<file path="config.mk">
export PLATFORM = sky130hd
export DESIGN_NAME = divisor_frecuencia_prog_flat
export DESIGN_NICKNAME = d
export VERILOG_FILES = /design/src/rtl/divisor_frecuencia_prog_if.sv /design/src/rtl/divisor_frecuencia_prog.sv /design/src/flat_wrapper.sv
export SDC_FILE = /design/constraint.sdc
export NUM_CORES = 1
export LEC_CHECK = 0
export CAP_MARGIN = 20
export CELL_PAD_IN_SITES_DETAIL_PLACEMENT = 1
export CELL_PAD_IN_SITES_GLOBAL_PLACEMENT = 1
export CORE_MARGIN = 5
export CORE_UTILIZATION = 25
export DETAILED_ROUTE_END_ITERATION = 16
export PLACE_DENSITY_LB_ADDON = 0.1
export SETUP_SLACK_MARGIN = 0.15
export SLEW_MARGIN = 20
export SYNTH_ARGS = -nofsm -noshare
export SYNTH_HDL_FRONTEND = slang
export SYNTH_SLANG_ARGS = --single-unit
</file>
<file path="constraint.sdc">
create_clock -name clock -period 5.8 [get_ports clock]
set_input_delay 0.87 -clock clock [delete_from_list [all_inputs] [get_ports clock]]
set_output_delay 0.87 -clock clock [all_outputs]
set_load 0.02 [all_outputs]
</file>
<file path="src/rtl/divisor_frecuencia_prog_if.sv">
// Control/status bundle for the programmable frequency divider: settings load
// handshake on one side, divided output and status flags on the other.
interface divisor_frecuencia_prog_if #(
  parameter int WIDTH = 28
);
  logic             enable;
  logic             load;
  logic [WIDTH-1:0] per_in;
  logic [WIDTH-1:0] duty_in;
  logic [1:0]       mode_in;
  logic             salida;
  logic             tick;
  logic             busy;
  logic             load_ack;

  modport master (
    output enable, load, per_in, duty_in, mode_in,
    input  salida, tick, busy, load_ack
  );

  modport slave (
    input  enable, load, per_in, duty_in, mode_in,
    output salida, tick, busy, load_ack
  );
endinterface

</file>
<file path="src/rtl/divisor_frecuencia_prog.sv">
// Runtime-programmable clock divider (TOGGLE / PULSE / PWM). New settings wait in
// shadow registers and are applied only at a period boundary, or at once while disabled.
module divisor_frecuencia_prog #(
  parameter int WIDTH       = 28,
  parameter int DEFAULT_DIV = 100000000
) (
  input  logic                  clock,
  input  logic                  reset_n,
  divisor_frecuencia_prog_if.slave bus
);
  localparam logic [1:0] MODE_TOGGLE = 2'd0;
  localparam logic [1:0] MODE_PULSE  = 2'd1;
  localparam logic [1:0] MODE_PWM    = 2'd2;

  logic [WIDTH-1:0] cnt_reg, cnt_next;
  logic [WIDTH-1:0] per_reg, duty_reg;
  logic [1:0]       mode_reg;
  logic [WIDTH-1:0] sh_per_reg, sh_duty_reg;
  logic [1:0]       sh_mode_reg;
  logic             salida_reg, salida_next;
  logic             tick_reg, busy_reg, load_ack_reg;

  logic [WIDTH-1:0] pe, last, duty_eff;
  logic [1:0]       mode_eff;
  logic             boundary, apply, old_toggle;

  always_comb begin
    pe         = (per_reg < WIDTH'(2)) ? WIDTH'(2) : per_reg;
    last       = pe - WIDTH'(1);
    // >= keeps the counter bounded even if a disabled-time apply shrank the period
    boundary   = bus.enable && (cnt_reg >= last);
    apply      = busy_reg && (boundary || !bus.enable);

    cnt_next = cnt_reg;
    if (boundary) begin
      cnt_next = '0;
    end else if (bus.enable) begin
      cnt_next = cnt_reg + WIDTH'(1);
    end

    mode_eff   = apply ? sh_mode_reg : mode_reg;
    duty_eff   = apply ? sh_duty_reg : duty_reg;
    old_toggle = (mode_reg != MODE_PULSE) && (mode_reg != MODE_PWM);

    // A mode switch into TOGGLE keeps the level; staying in TOGGLE keeps toggling
    salida_next = salida_reg;
    case (mode_eff)
      MODE_PULSE: salida_next = boundary;
      MODE_PWM:   salida_next = (cnt_next < duty_eff);
      default:    salida_next = (boundary && old_toggle) ? ~salida_reg : salida_reg;
    endcase
  end

  always_ff @(posedge clock or negedge reset_n) begin
    if (!reset_n) begin
      cnt_reg      <= '0;
      per_reg      <= WIDTH'(DEFAULT_DIV);
      duty_reg     <= WIDTH'(DEFAULT_DIV / 2);
      mode_reg     <= MODE_TOGGLE;
      salida_reg   <= 1'b0;
      tick_reg     <= 1'b0;
      busy_reg     <= 1'b0;
      load_ack_reg <= 1'b0;
    end else begin
      cnt_reg      <= cnt_next;
      salida_reg   <= salida_next;
      tick_reg     <= boundary;
      load_ack_reg <= apply;
      busy_reg     <= apply ? bus.load : (busy_reg | bus.load);
      if (apply) begin
        per_reg  <= sh_per_reg;
        duty_reg <= sh_duty_reg;
        mode_reg <= sh_mode_reg;
      end
    end
  end

  // Shadow contents are meaningless until busy is set, so they need no reset
  always_ff @(posedge clock) begin
    if (bus.load) begin
      sh_per_reg  <= bus.per_in;
      sh_duty_reg <= bus.duty_in;
      sh_mode_reg <= bus.mode_in;
    end
  end

  assign bus.salida   = salida_reg;
  assign bus.tick     = tick_reg;
  assign bus.busy     = busy_reg;
  assign bus.load_ack = load_ack_reg;
endmodule

</file>
<file path="src/flat_wrapper.sv">
// flat-port wrapper written by rule: the top's interface ports become plain ports
module divisor_frecuencia_prog_flat 
#(
  parameter int WIDTH       = 28,
  parameter int DEFAULT_DIV = 100000000
)
  (clock, reset_n, bus_enable, bus_load, bus_per_in, bus_duty_in, bus_mode_in, bus_salida, bus_tick, bus_busy, bus_load_ack);
  divisor_frecuencia_prog_if #(.WIDTH(WIDTH)) bus_i ();
  input  logic clock;
  input  logic reset_n;
  input wire logic [$bits(bus_i.enable)-1:0] bus_enable;
  input wire logic [$bits(bus_i.load)-1:0] bus_load;
  input wire logic [$bits(bus_i.per_in)-1:0] bus_per_in;
  input wire logic [$bits(bus_i.duty_in)-1:0] bus_duty_in;
  input wire logic [$bits(bus_i.mode_in)-1:0] bus_mode_in;
  output wire logic [$bits(bus_i.salida)-1:0] bus_salida;
  output wire logic [$bits(bus_i.tick)-1:0] bus_tick;
  output wire logic [$bits(bus_i.busy)-1:0] bus_busy;
  output wire logic [$bits(bus_i.load_ack)-1:0] bus_load_ack;
  assign bus_i.enable = bus_enable;
  assign bus_i.load = bus_load;
  assign bus_i.per_in = bus_per_in;
  assign bus_i.duty_in = bus_duty_in;
  assign bus_i.mode_in = bus_mode_in;
  assign bus_salida = bus_i.salida;
  assign bus_tick = bus_i.tick;
  assign bus_busy = bus_i.busy;
  assign bus_load_ack = bus_i.load_ack;
  divisor_frecuencia_prog #(.WIDTH(WIDTH), .DEFAULT_DIV(DEFAULT_DIV)) u_core (.clock(clock), .reset_n(reset_n), .bus(bus_i));
endmodule
</file>
Yosys cells after proc, flatten, opt, wreduce, memory -nomap -nowiden
Index checks and enable logic that the tools add are counted.

Word-level logic and storage cells: 37. Output and inout bits: 4. Bits of input ports: 62. Bits in registers: 148.

Reductions and logical operators: 7. Bitwise logic cells: 2. Equality and inequality tests: 4. Order comparisons: 3. Muxes and demuxes: 8. $add $sub $neg: 2.

Operators with widths (number): 2-to-1 mux 28 bit (4); adder 28 x 1 -> 28 bit, second input constant (1); greater-or-equal comparator 28 bit (1); less-than comparator 28 x 2 -> 1 bit, second input constant (1); less-than comparator 28 bit (1); subtractor 28 x 1 -> 28 bit, second input constant (1); logical AND 1 bit (4); nonzero test 3 bit (1); equality test 2 x 1 -> 1 bit, second input constant (1); equality test 2 bit, second input constant (1); 2-to-1 mux 1 bit (2); 2-to-1 mux 2 bit (1); != test 2 x 1 -> 1 bit, second input constant (1); != test 2 bit, second input constant (1); one-hot mux 1 bit (2 select lines) (1); zero test 1 bit (1); logical OR 1 bit (1); inverter 1 bit (1); bitwise OR 1 bit (1).

Longest topological paths before layout
Gate-level depths: netlist of run 1.

Depth in word-level cells: 10. Depth in mapped cells: 30. Mapped depth without buffers: 27.

Worst setup path before layout of run 1
Ideal clock, no wire load.

Kind: register -> register. Start point: register u_core.per_reg[19]. End point: register u_core.salida_reg (netlist: u_core.bus.salida). Setup time: 134 ps. Stages on the path, launching flop included: 31. Setup slack: -363 ps. Arrival time: 6028 ps. Clock period less this slack: 6163 ps. Buffers on the path: 3. Data required time: 5666 ps. Cell sequence: dfrtp_1 or4_1 nor4b_2 and3_1 nand2b_1 ha_1 nand3_1 nor2_1 nand2_1 nor2_1 nand2_1 xor2_1 ha_1 nand4_1 nor4_2 a221oi_1 and4_1 clkbuf_1 nand2_1 nand2_1 buf_4 buf_4 mux2i_1 ha_1 nand4_1 nor3_1 nand2_1 o2111ai_1 nor4_1 o41ai_1 mux2i_1.

Cells in the longest elaborated chain, start to end: 10. Elaborated cells between the ends (all ways): 16. Those cells by class: add/sub: 1; order compare: 3; eq/ne: 2; mux: 5; reduce/logical: 5.

RTL lines: from (decl) (RTL line divisor_frecuencia_prog.sv:16) `logic [WIDTH-1:0] per_reg, duty_reg;`; from (signal assigned) (RTL line divisor_frecuencia_prog.sv:57) `per_reg <= WIDTH'(DEFAULT_DIV);`; from (signal assigned) (RTL line divisor_frecuencia_prog.sv:71) `per_reg <= sh_per_reg;`; less-than comparator 28 x 2 -> 1 bit (RTL line divisor_frecuencia_prog.sv:28) `pe = (per_reg < WIDTH'(2)) ? WIDTH'(2) : per_reg;`; 2-to-1 mux 28 bit * (RTL line divisor_frecuencia_prog.sv:28); subtractor 28 x 1 -> 28 bit * (RTL line divisor_frecuencia_prog.sv:29) `last = pe - WIDTH'(1);`; greater-or-equal comparator 28 bit * (RTL line divisor_frecuencia_prog.sv:31) `boundary = bus.enable && (cnt_reg >= last);`; logical AND 1 bit * (RTL line divisor_frecuencia_prog.sv:31); logical OR 1 bit (RTL line divisor_frecuencia_prog.sv:32) `apply = busy_reg && (boundary || !bus.enable);`; logical AND 1 bit (RTL line divisor_frecuencia_prog.sv:32); 2-to-1 mux 28 bit or 2-to-1 mux 2 bit (tied branches) (RTL line divisor_frecuencia_prog.sv:42, divisor_frecuencia_prog.sv:41); less-than comparator 28 bit, or another cell as far along (RTL line divisor_frecuencia_prog.sv:49) `MODE_PWM: salida_next = (cnt_next < duty_eff);`; one-hot mux 1 bit (2 select lines) or nonzero test 3 bit (tied branches); to (signal assigned) (RTL line divisor_frecuencia_prog.sv:66) `salida_reg <= salida_next;`; to (decl) (RTL line divisor_frecuencia_prog.sv:20) `logic salida_reg, salida_next;`.

Mark *: on every way between the ends. The rest lies on a longest branch, timed or not. A chain may end at the register's enable or synchronous reset.

Worst setup path after layout of run 1
Start point: register u_core.per_reg[22]. End point: register u_core.salida_reg (netlist: u_core.bus.salida).

Same word-level chain as after synthesis.

==> results of run 1 <==
repair_timing:
item                                    in CTS  in global routing
pin swaps                                   10                 25
endpoints found under the hold margin        0                  0
buffers inserted                             5                 10
gates resized for setup                     17                 39
cloned                                       1                  2
endpoints found under the setup margin       1                  1
final cells by class:
type,instances,area [um2]
clock buffers,17,425
multi-input cells,434,3800
well taps,390,488
fillers,3225,19700
repair buffers,128,1220
inverters,11,41.3
clock inverters,15,121
flip-flops and latches,148,4030
cell usage after synthesis (all sizes together), types with 2 or more instances:
| library cell | instances |
|---|---|
| a211oi | 6 |
| a21o | 4 |
| a21oi | 22 |
| and3 | 7 |
| and4 | 3 |
| buf | 9 |
| clkbuf | 4 |
| dfrtp | 66 |
| dfstp | 24 |
| edfxtp | 58 |
| ha | 59 |
| inv | 11 |
| mux2 | 58 |
| mux2i | 31 |
| nand2 | 34 |
| nand2b | 3 |
| nand3 | 16 |
| nand4 | 19 |
| nor2 | 46 |
| nor3 | 17 |
| nor4 | 13 |
| o2111ai | 2 |
| o211ai | 3 |
| o21a | 5 |
| o21ai | 17 |
| o221ai | 2 |
| or3 | 4 |
| or4 | 4 |
| xnor2 | 23 |
| xor2 | 23 |
layer usage:
metal,vias up,routed length (um),share of wire (%)
met4,0,341,1.6
met2,56,10200,48
met3,20,523,2.5
met5,-,0,0
li1,2529,-,-
met1,2636,9970,47
how the worst max path moves through the flow:
stage / startpoint / to / depth (start not counted)
3_5_place_dp: u_core.per_reg[19] / u_core.bus.salida / 30
2_1_floorplan: u_core.per_reg[19] / u_core.bus.salida / 30
4_1_cts: u_core.per_reg[19] / u_core.bus.salida / 30
6_report: u_core.per_reg[22] / u_core.bus.salida / 30
3_3_place_gp: u_core.per_reg[19] / u_core.bus.salida / 29
5_1_grt: u_core.per_reg[22] / u_core.bus.salida / 30
cells by family after synthesis:
family / share of synthesized area, %
multiplexers: 12.7
XOR/XNOR: 5.31
AO/OA/AOI/OAI: 5.92
AND/OR/NAND/NOR: 11.9
flip-flops: 53.0
adder cells (fa/ha/maj): 9.73
buffers and inverters: 1.43
per-stage QoR:
| step | area, um2 | setup slack (ns) | setup TNS (ns) |
|---|---|---|---|
| floorplan | 7680 | 0.0801 | 0 |
| global placement | 9100 | -0.119 | -0.119 |
| detailed placement | 9100 | -0.284 | -0.284 |
| CTS | 9800 | -0.0314 | -0.0314 |
| global route | 10100 | -0.419 | -0.419 |
| finish | 10100 | -0.0619 | -0.0619 |
power by group through the flow:
stage / Sequential [mW] / Combinational, mW / Clock, mW
CTS: 1.35 / 0.590 / 1.08
global placement: 1.37 / 0.544 / 0
detailed placement: 1.37 / 0.567 / 0
global route: 1.37 / 0.686 / 1.14
finish: 1.35 / 0.615 / 1.04
floorplan: 1.34 / 0.323 / 0
==> qor.csv, run 1 <==
metric,value,unit
power.total,3.01,mW
numPortBuffers,65,
synth_edf_count,58,
path_clk_slew,0.07,ns
vias,5241,
rsz0062_at_grt,yes,
busiest_layer,met2,
design.die.area,33900,um2
clockBufferDepth,2,
regToRegEndpoint,u_core.bus.salida,
layout_commonest_cell,dfrtp_1,
nNetsFinal,861,
crit_family,simple AND/OR/NAND/NOR gates,
comb_power_share,20.4,%
avgSynthCellArea,12.5,um2
post-place-cells,1093,
dpl.hpwl,15200,um
fin_ws,-0.0619,ns
yosysTopAreaCellShare,23.0,%
clock-root-buffer,clkbuf_16,
antenna_found_initial,0,
hold_class,input port to asynchronous set/reset pin,
dr.first_iter.drc_count,177,
gr-usage-met3,2.78,%
viasPerCell,4.59,
irDropWorstVdd,0.000201,V
slew_headroom,44.6,%
netlist_top_cells_area,"edfxtp_1, dfrtp_1, ha_1, mux2_1, dfstp_2",
crit_type,register to register,
r2r-start,u_core.per_reg[22],
synth_fp_nets,727,
worst_pin_slew,0.831,ns
synthArstFlopShare,60.8,%
reg2reg_slack,-0.06,ns
ioPinCount,66,
dieHeight,184,um
netlist_area,7590,um2
clock_sinks,148,
initial_core_util,25.5,%
routed_wl,21000,um
grt_pass1_wl,32900,um
critical_path.max_stage_delay,0.57,ns
core_area,29800,um2
status,"finished, violations left",
timing_hold_violations_final,0,
final_util,34.0,%
p_leak,4.08,nW
num_rows,63,
finalCritPeriodShare,101,%
ys_types,52,
max_freq,0.171,GHz
final_cell_count_no_fill,1143,
met2_usage,20.5,%
yosysWarnings,0,
required,6.15,ns
area_delta_synth_final,33.5,%
met1_usage,16.7,%
gp_congestion,0.778,
p_int,2.11,mW
clk_latency,0.43,ns
die_w,184,um
cts_inserted_buffers,17,
swShare,29.9,%
power_frac_seq,44.9,%
diodes,0,
pwr-share-clk,34.7,%
final_cell_mix,"dfrtp_1, clkdlybuf4s50_1, mux2_1, edfxtp_1, buf_4",
crit_buf_inv,3,
ctsHtreeMaxLevel,4,
violations,negative setup slack,
setup_viol,1,
p_sw,0.900,mW
grt-ovfl-total,0,
cts_tree,yes,
cp_max_fo,7,
skew,0.0109,ns
postSynthCellCount,606,
reg2reg_depth,30,
drive_gt1_share,24.3,%
wl_per_cell,18.4,um
slowest_stage,or4_4,
grt_max_degree,60,
arrival,6.22,ns
cp-end-kind,register,
synth-seq-cells,148,
synth_ff_type,dfrtp_1,
slew_viol_final,0,
grt_pass1_vias,5829,
drv_cap,0,
ys_seq_area_share,53.0,%
start_kind,register,
dr.pass1.iters,4,
yosysTopAreaCell,edfxtp_1,
hold_buffers,0,
fin_crit,5.86,ns
drc,0,
p_per_area,297,nW/um2
whs,0.394,ns
grtUsageTotal,12.6,%
postRouteAntennaNets,0,
(Power assumes the default switching activity.)
==> run 2, diff against run 1 <==
--- a/config.mk
+++ b/config.mk
@@ -11,6 +11,7 @@
 export CORE_MARGIN = 5
 export CORE_UTILIZATION = 25
 export DETAILED_ROUTE_END_ITERATION = 16
+export GPL_ROUTABILITY_DRIVEN = 0
 export PLACE_DENSITY_LB_ADDON = 0.1
 export SETUP_SLACK_MARGIN = 0.15
 export SLEW_MARGIN = 20
==> results of run 2 <==
Final layout, timing and power as in run 1 (identical DEF).
